File: src/rtl/ac97_status_rx_if.sv
// AC-link receive-side bundle: serial SYNC/SDATA_IN in, deframed status/PCM results out.
// Optional AC97_FRAME_ERR_EN adds frame_error and frame_count.
interface ac97_status_rx_if #(
  parameter int unsigned PCM_WIDTH = 20
);
  logic                 sync;
  logic                 sdata_in;
  logic                 codec_ready;
  logic [7:0]           status_address;
  logic [15:0]          status_data;
  logic                 status_valid;
  logic [PCM_WIDTH-1:0] left_in_data;
  logic [PCM_WIDTH-1:0] right_in_data;
  logic                 pcm_valid;
  logic                 frame_ready;
`ifdef AC97_FRAME_ERR_EN
  logic                 frame_error;
  logic [7:0]           frame_count;
`endif

  // Deframer side.
  modport slave (
    input  sync,
    input  sdata_in,
    output codec_ready,
    output status_address,
    output status_data,
    output status_valid,
    output left_in_data,
    output right_in_data,
    output pcm_valid,
    output frame_ready
`ifdef AC97_FRAME_ERR_EN
    ,
    output frame_error,
    output frame_count
`endif
  );

  // Link/consumer side.
  modport master (
    output sync,
    output sdata_in,
    input  codec_ready,
    input  status_address,
    input  status_data,
    input  status_valid,
    input  left_in_data,
    input  right_in_data,
    input  pcm_valid,
    input  frame_ready
`ifdef AC97_FRAME_ERR_EN
    ,
    input  frame_error,
    input  frame_count
`endif
  );
endinterface

File: src/rtl/ac97_status_rx.sv
// AC-link SDATA_IN deframer. Frames on the SYNC rising edge, captures the tag, slot 1/2 status
// and slot 3/4 record PCM, and emits one-cycle valid strobes plus a per-frame frame_ready.
// Optional AC97_FRAME_ERR_EN adds sticky frame_error and a saturating frame_count.
module ac97_status_rx #(
  parameter int unsigned FRAME_BITS = 256,
  parameter int unsigned PCM_WIDTH  = 20
) (
  input logic             clock,
  input logic             reset_n,
  ac97_status_rx_if.slave bus
);
  localparam int unsigned CntW = $clog2(FRAME_BITS);
  localparam logic [CntW-1:0] LastBit     = CntW'(FRAME_BITS - 1);
  localparam logic [CntW-1:0] BitTagEnd   = CntW'(15);
  localparam logic [CntW-1:0] BitSlot1End = CntW'(35);
  localparam logic [CntW-1:0] BitSlot2End = CntW'(55);
  localparam logic [CntW-1:0] BitSlot3End = CntW'(75);
  localparam logic [CntW-1:0] BitSlot4End = CntW'(95);

  typedef enum logic [2:0] {
    StIdle, StTag, StSlot1, StSlot2, StSlot3, StSlot4, StDrain
  } state_e;

  // Slot that contains frame bit b.
  function automatic state_e slot_of(input logic [CntW-1:0] b);
    if (b <= BitTagEnd)        return StTag;
    else if (b <= BitSlot1End) return StSlot1;
    else if (b <= BitSlot2End) return StSlot2;
    else if (b <= BitSlot3End) return StSlot3;
    else if (b <= BitSlot4End) return StSlot4;
    else                       return StDrain;
  endfunction

  state_e                state_q, state_d;
  logic [CntW-1:0]       cnt_q, cnt_d;  // frame bit index of the sample being taken this cycle
  logic [19:0]           shift_q, shift_d;
  logic                  sync_dly_q, sync_dly_d;
  logic [3:0]            tag_flags_q, tag_flags_d;  // tag[14:11]: slot 1..4 valid
  logic [6:0]            slot1_idx_q, slot1_idx_d;
  logic [PCM_WIDTH-1:0]  slot3_q, slot3_d;
  logic                  codec_ready_q, codec_ready_d;
  logic [7:0]            status_address_q, status_address_d;
  logic [15:0]           status_data_q, status_data_d;
  logic                  status_valid_q, status_valid_d;
  logic [PCM_WIDTH-1:0]  left_q, left_d;
  logic [PCM_WIDTH-1:0]  right_q, right_d;
  logic                  pcm_valid_q, pcm_valid_d;
  logic                  frame_ready_q, frame_ready_d;
  logic                  frame_start, active;
  logic [CntW-1:0]       cur_bit;

  // Next-state: framing counter, slot captures and strobes.
  always_comb begin
    frame_start      = bus.sync & ~sync_dly_q;
    active           = (state_q != StIdle);
    // A frame start always makes this sample bit 0, abandoning any partial frame.
    cur_bit          = frame_start ? '0 : cnt_q;
    sync_dly_d       = bus.sync;
    shift_d          = {shift_q[18:0], bus.sdata_in};
    state_d          = StIdle;
    cnt_d            = '0;
    tag_flags_d      = tag_flags_q;
    slot1_idx_d      = slot1_idx_q;
    slot3_d          = slot3_q;
    codec_ready_d    = codec_ready_q;
    status_address_d = status_address_q;
    status_data_d    = status_data_q;
    status_valid_d   = 1'b0;
    left_d           = left_q;
    right_d          = right_q;
    pcm_valid_d      = 1'b0;
    frame_ready_d    = 1'b0;
    if (frame_start || active) begin
      cnt_d         = (cur_bit == LastBit) ? '0 : cur_bit + CntW'(1);
      state_d       = slot_of(cnt_d);
      frame_ready_d = (cnt_d == LastBit);
      if (cur_bit == BitTagEnd) begin
        codec_ready_d = shift_d[15];
        tag_flags_d   = shift_d[14:11];
      end
      if (cur_bit == BitSlot1End) slot1_idx_d = shift_d[18:12];
      if (cur_bit == BitSlot2End && tag_flags_q[3] && tag_flags_q[2]) begin
        status_address_d = {1'b0, slot1_idx_q};
        status_data_d    = shift_d[19:4];
        status_valid_d   = 1'b1;
      end
      if (cur_bit == BitSlot3End) slot3_d = shift_d[19 -: PCM_WIDTH];
      if (cur_bit == BitSlot4End && (tag_flags_q[1] || tag_flags_q[0])) begin
        left_d      = slot3_q;
        right_d     = shift_d[19 -: PCM_WIDTH];
        pcm_valid_d = 1'b1;
      end
    end
  end

  // State and registered outputs.
  always_ff @(posedge clock or negedge reset_n) begin
    if (!reset_n) begin
      state_q          <= StIdle;
      cnt_q            <= '0;
      shift_q          <= '0;
      sync_dly_q       <= 1'b0;
      tag_flags_q      <= '0;
      slot1_idx_q      <= '0;
      slot3_q          <= '0;
      codec_ready_q    <= 1'b0;
      status_address_q <= '0;
      status_data_q    <= '0;
      status_valid_q   <= 1'b0;
      left_q           <= '0;
      right_q          <= '0;
      pcm_valid_q      <= 1'b0;
      frame_ready_q    <= 1'b0;
    end else begin
      state_q          <= state_d;
      cnt_q            <= cnt_d;
      shift_q          <= shift_d;
      sync_dly_q       <= sync_dly_d;
      tag_flags_q      <= tag_flags_d;
      slot1_idx_q      <= slot1_idx_d;
      slot3_q          <= slot3_d;
      codec_ready_q    <= codec_ready_d;
      status_address_q <= status_address_d;
      status_data_q    <= status_data_d;
      status_valid_q   <= status_valid_d;
      left_q           <= left_d;
      right_q          <= right_d;
      pcm_valid_q      <= pcm_valid_d;
      frame_ready_q    <= frame_ready_d;
    end
  end

  assign bus.codec_ready    = codec_ready_q;
  assign bus.status_address = status_address_q;
  assign bus.status_data    = status_data_q;
  assign bus.status_valid   = status_valid_q;
  assign bus.left_in_data   = left_q;
  assign bus.right_in_data  = right_q;
  assign bus.pcm_valid      = pcm_valid_q;
  assign bus.frame_ready    = frame_ready_q;

`ifdef AC97_FRAME_ERR_EN
  logic       frame_error_q, frame_error_d;
  logic [7:0] frame_count_q, frame_count_d;

  // Sticky error on early start or on a wrap without a new start; saturating frame count.
  always_comb begin
    frame_error_d = frame_error_q;
    frame_count_d = frame_count_q;
    // cnt_q == 0 while active means bit 255 was just consumed.
    if ((frame_start && active && cnt_q != '0) || (!frame_start && active && cnt_q == '0)) begin
      frame_error_d = 1'b1;
    end
    if ((frame_start || active) && cur_bit == LastBit && frame_count_q != 8'hFF) begin
      frame_count_d = frame_count_q + 8'd1;
    end
  end

  // Error/count registers.
  always_ff @(posedge clock or negedge reset_n) begin
    if (!reset_n) begin
      frame_error_q <= 1'b0;
      frame_count_q <= '0;
    end else begin
      frame_error_q <= frame_error_d;
      frame_count_q <= frame_count_d;
    end
  end

  assign bus.frame_error = frame_error_q;
  assign bus.frame_count = frame_count_q;
`endif
endmodule
File: src/flat_wrapper.sv
// flat-port wrapper written by rule: the top's interface ports become plain ports
module ac97_status_rx_flat 
#(
  parameter int unsigned FRAME_BITS = 256,
  parameter int unsigned PCM_WIDTH  = 20
)
  (clock, reset_n, bus_sync, bus_sdata_in, bus_codec_ready, bus_status_address, bus_status_data, bus_status_valid, bus_left_in_data, bus_right_in_data, bus_pcm_valid, bus_frame_ready);
  ac97_status_rx_if #(.PCM_WIDTH(PCM_WIDTH)) bus_i ();
  input logic clock;
  input logic reset_n;
  input wire logic [$bits(bus_i.sync)-1:0] bus_sync;
  input wire logic [$bits(bus_i.sdata_in)-1:0] bus_sdata_in;
  output wire logic [$bits(bus_i.codec_ready)-1:0] bus_codec_ready;
  output wire logic [$bits(bus_i.status_address)-1:0] bus_status_address;
  output wire logic [$bits(bus_i.status_data)-1:0] bus_status_data;
  output wire logic [$bits(bus_i.status_valid)-1:0] bus_status_valid;
  output wire logic [$bits(bus_i.left_in_data)-1:0] bus_left_in_data;
  output wire logic [$bits(bus_i.right_in_data)-1:0] bus_right_in_data;
  output wire logic [$bits(bus_i.pcm_valid)-1:0] bus_pcm_valid;
  output wire logic [$bits(bus_i.frame_ready)-1:0] bus_frame_ready;
  assign bus_i.sync = bus_sync;
  assign bus_i.sdata_in = bus_sdata_in;
  assign bus_codec_ready = bus_i.codec_ready;
  assign bus_status_address = bus_i.status_address;
  assign bus_status_data = bus_i.status_data;
  assign bus_status_valid = bus_i.status_valid;
  assign bus_left_in_data = bus_i.left_in_data;
  assign bus_right_in_data = bus_i.right_in_data;
  assign bus_pcm_valid = bus_i.pcm_valid;
  assign bus_frame_ready = bus_i.frame_ready;
  ac97_status_rx #(.FRAME_BITS(FRAME_BITS), .PCM_WIDTH(PCM_WIDTH)) u_core (.clock(clock), .reset_n(reset_n), .bus(bus_i));
endmodule
File: config.mk
export PLATFORM = sky130hd
export DESIGN_NAME = ac97_status_rx_flat
export DESIGN_NICKNAME = d
export VERILOG_FILES = /design/src/rtl/ac97_status_rx_if.sv /design/src/rtl/ac97_status_rx.sv /design/src/flat_wrapper.sv
export SDC_FILE = /design/constraint.sdc
export NUM_CORES = 1
export LEC_CHECK = 0
export ABC_AREA = 1
export ABC_CLOCK_PERIOD_IN_PS = 2000
export CORE_MARGIN = 3
export CORE_UTILIZATION = 48
export DETAILED_ROUTE_END_ITERATION = 8
export PLACE_DENSITY_LB_ADDON = 0.1
export REMOVE_ABC_BUFFERS = 1
export SLEW_MARGIN = 20
export SYNTH_ARGS = -nofsm -noshare
export SYNTH_HDL_FRONTEND = slang
export SYNTH_SLANG_ARGS = --single-unit
File: constraint.sdc
create_clock -name clock -period 2 [get_ports clock]
set_input_delay 0.5 -clock clock [delete_from_list [all_inputs] [get_ports clock]]
set_output_delay 0.5 -clock clock [all_outputs]
set_load 0.05 [all_outputs]
## Yosys cells after proc, flatten, opt, wreduce, memory -nomap -nowiden

Cells that the tools add are included.

- $mul: 0
- Bitwise gates (word level): 2
- Eq/ne operators: 7
- Shift-type cells: 0
- $lt $le $gt $ge: 5
- Multiplexer cells: 14
- Add/sub/neg operators: 1
- Reduce and logical (&&, ||, !) cells: 11
- Divide/modulo/power cells: 0

Operator list:

| kind | count |
|---|---|
| 8-bit 2-to-1 mux | 3 |
| 8-bit by 6-bit equality test with 1-bit output, second input constant | 2 |
| 8-bit by 7-bit equality test with 1-bit output, second input constant | 2 |
| 8-bit equality test, second input constant | 2 |
| 8-bit by 6-bit <= comparator with 1-bit output, second input constant | 2 |
| 8-bit by 7-bit <= comparator with 1-bit output, second input constant | 2 |
| 3-bit 2-to-1 mux | 5 |
| 2-bit AND reduction | 5 |
| 8-bit by 1-bit adder with 8-bit output, second input constant | 1 |
| 8-bit by 4-bit equality test with 1-bit output, second input constant | 1 |
| 8-bit by 4-bit <= comparator with 1-bit output, second input constant | 1 |
| 1-bit 2-to-1 mux | 5 |
| 1-bit logical AND | 3 |
| 3-bit nonzero test | 1 |
| 1-bit logical OR | 2 |
| 2-bit 2-to-1 mux | 1 |
| 1-bit bitwise AND | 1 |
| 1-bit NOT | 1 |

- Logic and storage cells: 55
- ROM bits: 0
- RAM bits: 0
- Input port bits: 4
- Output and inout port bits: 68
- Memories: 0
- Bits in registers: 129
- Bits in latches: 0

## Longest topological paths before layout

Gate-level depths: netlist (run 1).

- Word-level depth: 12
- Gate-level depth with buffers: 16
- Depth with buffers taken out: 16

## Worst setup path after synthesis (run 1)

No wires, ideal clock.

- Kind: input -> register
- Start point: input port bus_sync
- End point: register u_core.state_q[0]
- Stages: 13
- Setup slack: -0.309 ns
- Setup time: 0.136 ns
- Arrival: 2.172 ns
- Buffers on the path: 0
- Data required time: 1.864 ns
- Cells stage by stage: inv_1 -> nor2_1 -> nor2_1 -> ha_1 -> nand3_1 -> nor2_1 -> nand2_1 -> nand3_1 -> or2_4 -> o21ai_2 -> nand2_1 -> nand2_1 -> a21oi_1

- Longest elaborated chain between the ends: 11
- Elaborated cells between the ends (all ways): 17
- Those cells by class: add/sub: 1; order compare: 5; eq/ne: 1; mux: 8; bitwise: 1; reduce/logical: 1

RTL lines:

| element | RTL line | text |
|---|---|---|
| from (decl) | flat_wrapper.sv:11 | `input wire logic [$bits(bus_i.sync)-1:0] bus_sync;` |
| 1-bit bitwise AND * | ac97_status_rx.sv:54 | `frame_start = bus.sync & ~sync_dly_q;` |
| 8-bit 2-to-1 mux | ac97_status_rx.sv:57 | `cur_bit = frame_start ? '0 : cnt_q;` |
| 8-bit by 1-bit adder with 8-bit output or 8-bit equality test (tied branches) | ac97_status_rx.sv:74 | `cnt_d = (cur_bit == LastBit) ? '0 : cur_bit + CntW'(1);` |
| 8-bit 2-to-1 mux | ac97_status_rx.sv:74 |  |
| 8-bit by 7-bit <= comparator with 1-bit output | ac97_status_rx.sv:30 | `else if (b <= BitSlot4End) return StSlot4;` |
| 2-bit 2-to-1 mux | ac97_status_rx.sv:30 |  |
| 3-bit 2-to-1 mux | ac97_status_rx.sv:29 | `else if (b <= BitSlot3End) return StSlot3;` |
| 3-bit 2-to-1 mux | ac97_status_rx.sv:28 | `else if (b <= BitSlot2End) return StSlot2;` |
| 3-bit 2-to-1 mux | ac97_status_rx.sv:27 | `else if (b <= BitSlot1End) return StSlot1;` |
| 3-bit 2-to-1 mux | ac97_status_rx.sv:26 | `if (b <= BitTagEnd) return StTag;` |
| 3-bit 2-to-1 mux * | ac97_status_rx.sv:73 | `if (frame_start \|\| active) begin` |
| net u_core.state_d[0] | ac97_status_rx.sv:34 | `state_e state_q, state_d;` |
| to (signal assigned) | ac97_status_rx.sv:99 | `state_q <= StIdle;` |
| to (signal assigned) | ac97_status_rx.sv:115 | `state_q <= state_d;` |
| to (decl) | ac97_status_rx.sv:34 |  |

Mark *: on every way through the listed nets, which the timed path passes. The rest lies on a longest branch.
A chain may end at the register's enable or synchronous reset.

## Final worst setup path (run 1)

- Start point: register u_core.left_q[0] (netlist: u_core.bus.left_in_data[0])
- End point: output port bus_left_in_data[0]

RTL lines:

| element | RTL line | text |
|---|---|---|
| from (decl) | ac97_status_rx.sv:45 | `logic [PCM_WIDTH-1:0] left_q, left_d;` |
| from (signal assigned) | ac97_status_rx.sv:126 | `left_q <= left_d;` |
| to (decl) | flat_wrapper.sv:17 | `output wire logic [$bits(bus_i.left_in_data)-1:0] bus_left_in_data;` |

No word-level cell between the ends.

==> results of run 1 <==
## metal layers
metal / vias to the layer above / track usage, % / share of wire [%]
met4: 0 / 7.85 / 0.93
li1: 1834 / - / -
met2: 84 / 31.7 / 46
met3: 8 / 5.90 / 5.2
met5: - / 0 / 0
met1: 1773 / 29.3 / 48
## final cells by class
class,instances,area (µm²)
Fill cell,826,3250
Tap cell,133,166
Clock inverter,5,55.1
Sequential cell,129,3230
Multi-Input combinational cell,315,1480
Clock buffer,23,487
Inverter,45,171
Timing Repair Buffer,113,981
## path summary, 6_finish.rpt
path                                                 start  slack (ns)  cells after the start                           end
worst max-delay path            u_core.bus.left_in_data[0]        0.07                      1           bus_left_in_data[0]
worst min-delay path                              bus_sync        0.29                      1             u_core.sync_dly_q
worst max register to register           u_core.sync_dly_q        0.08                     14             u_core.state_q[0]
worst min register to register          u_core.shift_q[13]        0.37                      0            u_core.shift_q[14]
max in group asynchronous                          reset_n        1.00                      3  u_core.bus.right_in_data[13]
min in group asynchronous                          reset_n        0.42                      2        u_core.bus.frame_ready
## cells in the mapped netlist, drive strengths merged, types with 2 or more instances
| cell | instances |
|---|---|
| nor3 | 3 |
| nand3 | 15 |
| dfrtp | 129 |
| nand4 | 8 |
| o21ai | 69 |
| inv | 45 |
| buf | 6 |
| nor4 | 4 |
| nor2 | 24 |
| nand2 | 181 |
| ha | 2 |
| clkbuf | 15 |
| a21oi | 2 |
## timing repair
action | in CTS | in global routing
endpoints found under the hold margin | 16 | 0
pin swaps | 3 | 6
resized for setup | 39 | 21
setup buffers | 2 | 1
hold buffers | 1 | 0
setup endpoints to repair | 32 | 78
## worst register-to-register path, delay by kind of cell, from the launching register on
family | cells | cell delay (ns)
AO/OA/AOI/OAI | 1 | 0.05
adder cells (fa/ha/maj) | 1 | 0.16
AND/OR/NAND/NOR | 8 | 0.70
buffers and inverters | 3 | 0.22
XOR/XNOR | 1 | 0.32
flip-flops | 1 | 0.37
## registers in the layout (all words and copies together), names as in the netlist, 4 cells and up
signal	flops
u_core.bus.status_address	7
u_core.shift_q	19
u_core.slot3_q	20
u_core.bus.status_data	16
u_core.cnt_q	8
u_core.tag_flags_q	4
u_core.bus.right_in_data	20
u_core.bus.left_in_data	20
u_core.slot1_idx_q	7
## kinds of logic after synthesis
group | Yosys count | share of synthesized area, %
other | 1 | 0.0769
flip-flops | 129 | 66.2
buffers and inverters | 66 | 5.34
XOR/XNOR | 1 | 0.180
AO/OA/AOI/OAI | 74 | 7.81
AND/OR/NAND/NOR | 237 | 19.8
adder cells (fa/ha/maj) | 2 | 0.513
## stage by stage
| step | hold WS [ns] | total power (µW) | cell area, µm² | setup slack (ns) |
|---|---|---|---|---|
| floorplan | 0.204 | 3120 | 4780 | -0.869 |
| global placement | 0.359 | 3480 | 5930 | -0.632 |
| detailed placement | 0.359 | 3480 | 5930 | -0.736 |
| CTS | 0.253 | 6320 | 6500 | 0.0266 |
| global route | 0.296 | 6600 | 6570 | -0.108 |
| finish | 0.294 | 6320 | 6570 | 0.0681 |
## power breakdown
group / internal (µW) / switching (µW) / total (µW) / leakage [µW]
Combinational: 297 / 417 / 714 / 0.00151
Sequential: 2710 / 96.3 / 2810 / 0.00174
Clock: 1780 / 1020 / 2800 / 0.000264
Total: 4790 / 1530 / 6320 / 0.00352
==> impl_metrics.toml, run 1 <==
[run_status]
status = "finished clean"

[timing]
skew_ns = 0.0139
setup_viol = 0
fin_crit_ns = 1.93
final_hold_viol_count = 0
tns_ns = 0
post-route-period-util_pct = 96.6
slew_violations = 0
max_clock_freq_mhz = 518
rsz0062_at_grt = "true"

[routing]
drc = 0
avgRoutedWirePerCell_um = 14.1
first_pass_iters = 4
dr_total_vias = 3699
drtIter0Drc = 167
viasPerCell = 4.85
wirelength_mm = 10.8
final_antenna_net_count = 0

[final_layout]
n_antenna_cell = 0
drive_gt1_share_pct = 21.9
final_common_cell = "nand2_1"
final_cells = 763
utilization_pct = 66.9
areaGrowthSynthToFinish_pct = 34.8
fin_nets = 627
final_cell_mix = "174 x nand2_1, 128 x dfrtp_1, 74 x buf_4"

[global_routing]
grt_max_degree = 54
antenna_found_initial = 0
grtUsageTotal_pct = 21.1
gr-total-overflow = 0
grt_pass1_vias = 3814
grt_pass1_wl_mm = 18.8

[floorplanning]
ios = 72
start_util_pct = 49.6
dieArea_um2 = 11400
fp.coreArea_um2 = 9820
num_rows = 36
die_w_um = 107
die_y_um = 107

[yosys]
yosysWarnings = 0
ys_seq_area_share_pct = 66.2
synthCells = 510
ys_async_sr_fraction_pct = 100
yosysTopAreaCellShare_pct = 66.2
synth_ff_type = "dfrtp_1"
ys_ff_latch = 129
yosys.area.top_type = "dfrtp_1"
yosys.cell_types.count = 25
yosys-top-cells-area = "dfrtp_1 66%, nand2_1 14%, o21ai_0 7.0%, inv_1 3.3%, nor2_1 1.8%"
netlist_area_um2 = 4870
synth.avg_cell_area_um2 = 9.56
synth_edf_count = 0

[placed_design]
place_inst = 731
dpl.hpwl_mm = 7.19
gp_congestion = 0.811
port_buffers = 70

[clock_network]
cts_made_buffers = 17
cts_root_buf = "clkbuf_8"
clk_pin_slew_ns = 0.06
cts_sinks = 129
clkLatencyLatePin_ns = 0.51
cts_tree = "built"
cts_max_path_buffers = 2
htreeDepth = 4

[setup_path]
worstPathRequired_ns = 1.50
path_class = "reg -> out"
end_kind = "primary output"
critPathTopFamily = "buffers and inverters"
cp.arrival_ns = 1.43
crit_fanout = 2
path_cells = "dlygate4sd2_1"
slowest_delay_ns = 0.55
crit_buf_inv = 1
setup.worst_path.start_class = "flop"
slowest_stage = "dlygate4sd2_1"

[power]
ir_worst_vdd_v = 0.000621
leakagePower_uw = 0.00352
powerDensity_nw_per_um2 = 963

[job]
drv_cap = 0

[hold_path]
hold_class = "in -> reg"
Power figures use the tool's default switching activity.
==> run 2, diff against run 1 <==
- CTS_CLUSTER_DIAMETER: default -> 30
- MAX_ROUTING_LAYER: default -> met4
==> impl_metrics.toml, run 2 (synthesized netlist as in run 1, its figures left out) <==
[final_layout]
fillers = 840
fin_nets = 626
n_antenna_cell = 0
areaGrowthSynthToFinish_pct = 35.5
final_common_cell = "nand2_1"
stdcell_area_um2 = 6600
drive_gt1_share_pct = 22.9
utilization_pct = 67.3
final_cell_mix = "174 x nand2_1, 129 x dfrtp_1, 72 x buf_4"

[timing]
post-route-period-util_pct = 98.3
final_hold_viol_count = 0
fin_crit_ns = 1.97
max_clock_freq_mhz = 509
max-slew-margin-rel_pct = 65.5
tns_ns = 0
setup_viol = 0
fin_ws_ns = 0.0348
rsz0062_at_grt = "true"
slew_violations = 0
worstMarginPinSlew_ns = 0.519
skew_ns = 0.00880

[clock_network]
cts_sinks = 129
cts_made_buffers = 17
cts_tree = "built"
cts_max_path_buffers = 2
htreeDepth = 4
clk_pin_slew_ns = 0.06
clkLatencyLatePin_ns = 0.52
cts_root_buf = "clkbuf_8"

[routing]
final_antenna_net_count = 0
dr_total_vias = 3761
drc = 0
drtIter0Drc = 210
first_pass_iters = 4
wirelength_mm = 10.8
viasPerCell = 4.91
avgRoutedWirePerCell_um = 14.2

[global_routing]
grt_pass1_wl_mm = 18.5
grtUsageTotal_pct = 21.4
antenna_found_initial = 0
grt_pass1_vias = 3848
grt_max_degree = 59
gr-total-overflow = 0

[floorplanning]
fp.coreArea_um2 = 9820
die_y_um = 107
start_util_pct = 49.6
ios = 72
num_rows = 36
dieArea_um2 = 11400
die_w_um = 107

[setup_path]
reg2reg_depth = 12
worstPathRequired_ns = 2.41
cp.arrival_ns = 2.37
crit_fanout = 3
reg2reg_to = "u_core.state_q[0]"
r2r_slack_ns = 0.03
setup.worst_path.start_class = "flop"
startpoint = "u_core.sync_dly_q"
end_kind = "flop"
path_class = "reg -> reg"
endpoint = "u_core.state_q[0]"
regToRegStartpoint = "u_core.sync_dly_q"

[placed_design]
port_buffers = 70
preCtsSetupSlack_ns = -0.728
dpl.hpwl_mm = 7.15
placed_area_um2 = 5930
gp_congestion = 0.859

[run_status]
status = "finished clean"

[power]
leakagePower_uw = 0.00353
ir_worst_vdd_v = 0.000503
powerDensity_nw_per_um2 = 965

[job]
drv_cap = 0

[hold_path]
hold_class = "in -> reg"
run 2: final cells by class:
class	instances	area [µm²]	share of cell area, %
tap	133	166	2.52
clock inverter	14	129	1.95
timing repair buffer	112	986	14.9
clock buffer	18	428	6.48
inverter	45	169	2.56
multi-input combinational	315	1500	22.7
sequential	129	3230	48.9
run 2: layer usage:
metal | global-route usage (%) | wire length, µm | up-vias
met5 | - | 0 | -
met4 | 8.86 | 150 | 0
met3 | 5.24 | 553 | 16
met2 | 32.6 | 5040 | 89
met1 | 27.8 | 5100 | 1826
li1 | - | - | 1830
run 2: stage by stage:
step | std cells | hold WS, ns | total power [µW]
after CTS | 764 | 0.228 | 6370
final | 766 | 0.278 | 6370
after global routing | 766 | 0.275 | 6630
after global placement | 729 | 0.318 | 3460
after detailed placement | 729 | 0.319 | 3460
after floorplan | 489 | 0.204 | 3120
run 2: timing repair:
item                                   4_1_cts  5_1_grt
setup buffers                                2        2
pin swaps                                    4        8
endpoints found under the hold margin       71        0
setup endpoints to repair                   33       69
hold buffers                                 1        0
gates resized for setup                     34       25
run 2: worst min-delay path by stage:
stage,start,cells past startpoint,end
5_1_grt,bus_sync,1,u_core.sync_dly_q
3_3_place_gp,reset_n,1,u_core.bus.frame_ready
4_1_cts,bus_sync,1,u_core.sync_dly_q
3_5_place_dp,reset_n,1,u_core.bus.frame_ready
2_1_floorplan,reset_n,0,u_core.bus.codec_ready
6_report,bus_sync,1,u_core.sync_dly_q
run 2: report_power, final:
| group | switching [µW] | total, µW | internal, µW |
|---|---|---|---|
| registers | 96.1 | 2800 | 2710 |
| clock network | 1180 | 2870 | 1690 |
| logic | 407 | 700 | 293 |
| total | 1680 | 6370 | 4690 |
run 2: critical path: stages (launching register included):
cell and delay, ns:
dfrtp_1 0.36, inv_1 0.05, nand2_2 0.07, nand2_2 0.06
inv_2 0.07, ha_4 0.13, nand4_1 0.20, xor2_2 0.27
or2_4 0.27, o21ai_4 0.17, nand2_1 0.07, nand2_1 0.07
a21oi_2 0.05
==> run 3, diff against run 2 <==
==> constraint.sdc (replaced) <==
create_clock -name clock -period 2 [get_ports clock]
set_input_delay 0.2 -clock clock [delete_from_list [all_inputs] [get_ports clock]]
set_output_delay 0.2 -clock clock [all_outputs]
set_load 0.05 [all_outputs]
==> impl_metrics.toml, run 3 (synthesized netlist as in run 1, its figures left out) <==
[setup_path]
regToRegStartpoint = "u_core.sync_dly_q"
worstPathRequired_ns = 2.40
reg2reg_to = "u_core.bus.codec_ready"
cp.arrival_ns = 2.33
r2r_slack_ns = 0.06
crit_fanout = 11
path_class = "reg -> reg"
reg2reg_depth = 13
setup.worst_path.start_class = "flop"
end_kind = "flop"

[power]
ir_worst_vdd_v = 0.000579
leakagePower_uw = 0.00336
p_total_uw = 6660
powerDensity_nw_per_um2 = 972

[floorplanning]
dieArea_um2 = 11400
die_w_um = 107
fp.coreArea_um2 = 9820
start_util_pct = 49.6
num_rows = 36
ios = 72
die_y_um = 107

[routing]
dr_total_vias = 3810
final_antenna_net_count = 0
avgRoutedWirePerCell_um = 15.1
wirelength_mm = 11.6
viasPerCell = 4.96
drc = 0
first_pass_iters = 5
drtIter0Drc = 193

[global_routing]
grt_pass1_vias = 3844
antenna_found_initial = 0
grt_max_degree = 48
gr-total-overflow = 0
grt_pass1_wl_mm = 19.1
grtUsageTotal_pct = 22.0

[clock_network]
cts_tree = "built"
cts_sinks = 129
clkLatencyLatePin_ns = 0.52
cts_root_buf = "clkbuf_8"
htreeDepth = 4
cts_max_path_buffers = 2
clk_pin_slew_ns = 0.06
cts_made_buffers = 17

[placed_design]
port_buffers = 70
dpl.hpwl_mm = 7.03
gp_congestion = 0.847

[timing]
rsz0062_at_grt = "true"
slew_violations = 0
setup_viol = 0
tns_ns = 0
max_clock_freq_mhz = 517
post-route-period-util_pct = 96.8
final_hold_viol_count = 0
fin_crit_ns = 1.94
worstMarginPinSlew_ns = 0.532
skew_ns = 0.0150
max-slew-margin-rel_pct = 64.4

[run_status]
status = "finished clean"

[final_layout]
drive_gt1_share_pct = 16.4
final_common_cell = "nand2_1"
areaGrowthSynthToFinish_pct = 40.5
n_antenna_cell = 0
final_cell_mix = "172 x nand2_1, 128 x dfrtp_1, 69 x clkdlybuf4s50_1"
fin_nets = 628

[job]
drv_cap = 0

[hold_path]
hold_depth = 1
hold_start = "bus_sdata_in"
holdPathEnd = "u_core.shift_q[0]"
hold_class = "in -> reg"
## run 3: cell types whose count changed in the layout (fill, tap and decap cells not counted), sizes merged
cell and delta:
buf -40, inv -2, clkinv -4, dlygate4sd2 -29
clkdlybuf4s50 +68, clkinvlp +1, bufinv +2, clkbuf +6
## run 3: final cells by class
| class | count | area, µm² |
|---|---|---|
| Timing Repair Buffer | 114 | 1190 |
| Fill cell | 777 | 2970 |
| Sequential cell | 129 | 3230 |
| Clock inverter | 11 | 151 |
| Multi-Input combinational cell | 315 | 1480 |
| Tap cell | 133 | 166 |
| Inverter | 45 | 171 |
| Clock buffer | 21 | 459 |
## run 3: worst max-delay path: stages, from the launching register on
cell and delay (ns):
dfrtp_1 0.38, inv_1 0.07, nand2_2 0.06, buf_4 0.18
nand2_1 0.08, inv_1 0.10, nor2_1 0.10, nand2_1 0.06
inv_1 0.08, buf_4 0.11, nand4_1 0.23, clkbuf_16 0.24
nand2_1 0.04, o21ai_0 0.07
## run 3: repair_timing
| action | in CTS | in global routing |
|---|---|---|
| hold buffers | 1 | 0 |
| buffers inserted | 3 | 4 |
| pin swaps | 2 | 4 |
| cloned | 0 | 3 |
| setup endpoints to repair | 2 | 88 |
| endpoints found under the hold margin | 36 | 0 |
| resized for setup | 4 | 28 |
## run 3: how the worst max path moves through the flow
stage | to | cells past startpoint | start
after CTS | u_core.state_q[0] | 17 | u_core.sync_dly_q
final | u_core.bus.codec_ready | 13 | u_core.sync_dly_q
after global placement | u_core.state_q[0] | 17 | bus_sync
after floorplan | u_core.bus.left_in_data[0] | 11 | u_core.sync_dly_q
after global routing | u_core.state_q[0] | 14 | u_core.sync_dly_q
after detailed placement | u_core.state_q[0] | 17 | bus_sync
## run 3: where the power goes
part,leakage (µW),total [µW],internal (µW),switching [µW]
sequential,0.00174,2810,2710,98.0
combinational,0.00133,693,289,404
clock,0.000287,3160,2010,1150
## run 3: through the flow
step,utilization [%],hold WS [ns],instance area (µm²),instances,setup WS [ns]
floorplan,-,-0.0956,4780,489,-0.723
global placement,61.2,0.210,6010,727,-0.333
detailed placement,61.2,0.211,6010,727,-0.411
CTS,67.9,0.139,6670,763,0.00680
global route,69.7,0.149,6850,768,-0.0954
finish,69.7,0.146,6850,768,0.0640
## run 3: routing by layer
metal / share of wire, % / GRT usage [%]
met5: 0 / -
met4: 0.98 / 7.03
met3: 5.0 / 5.72
met2: 47 / 32.9
met1: 47 / 29.7
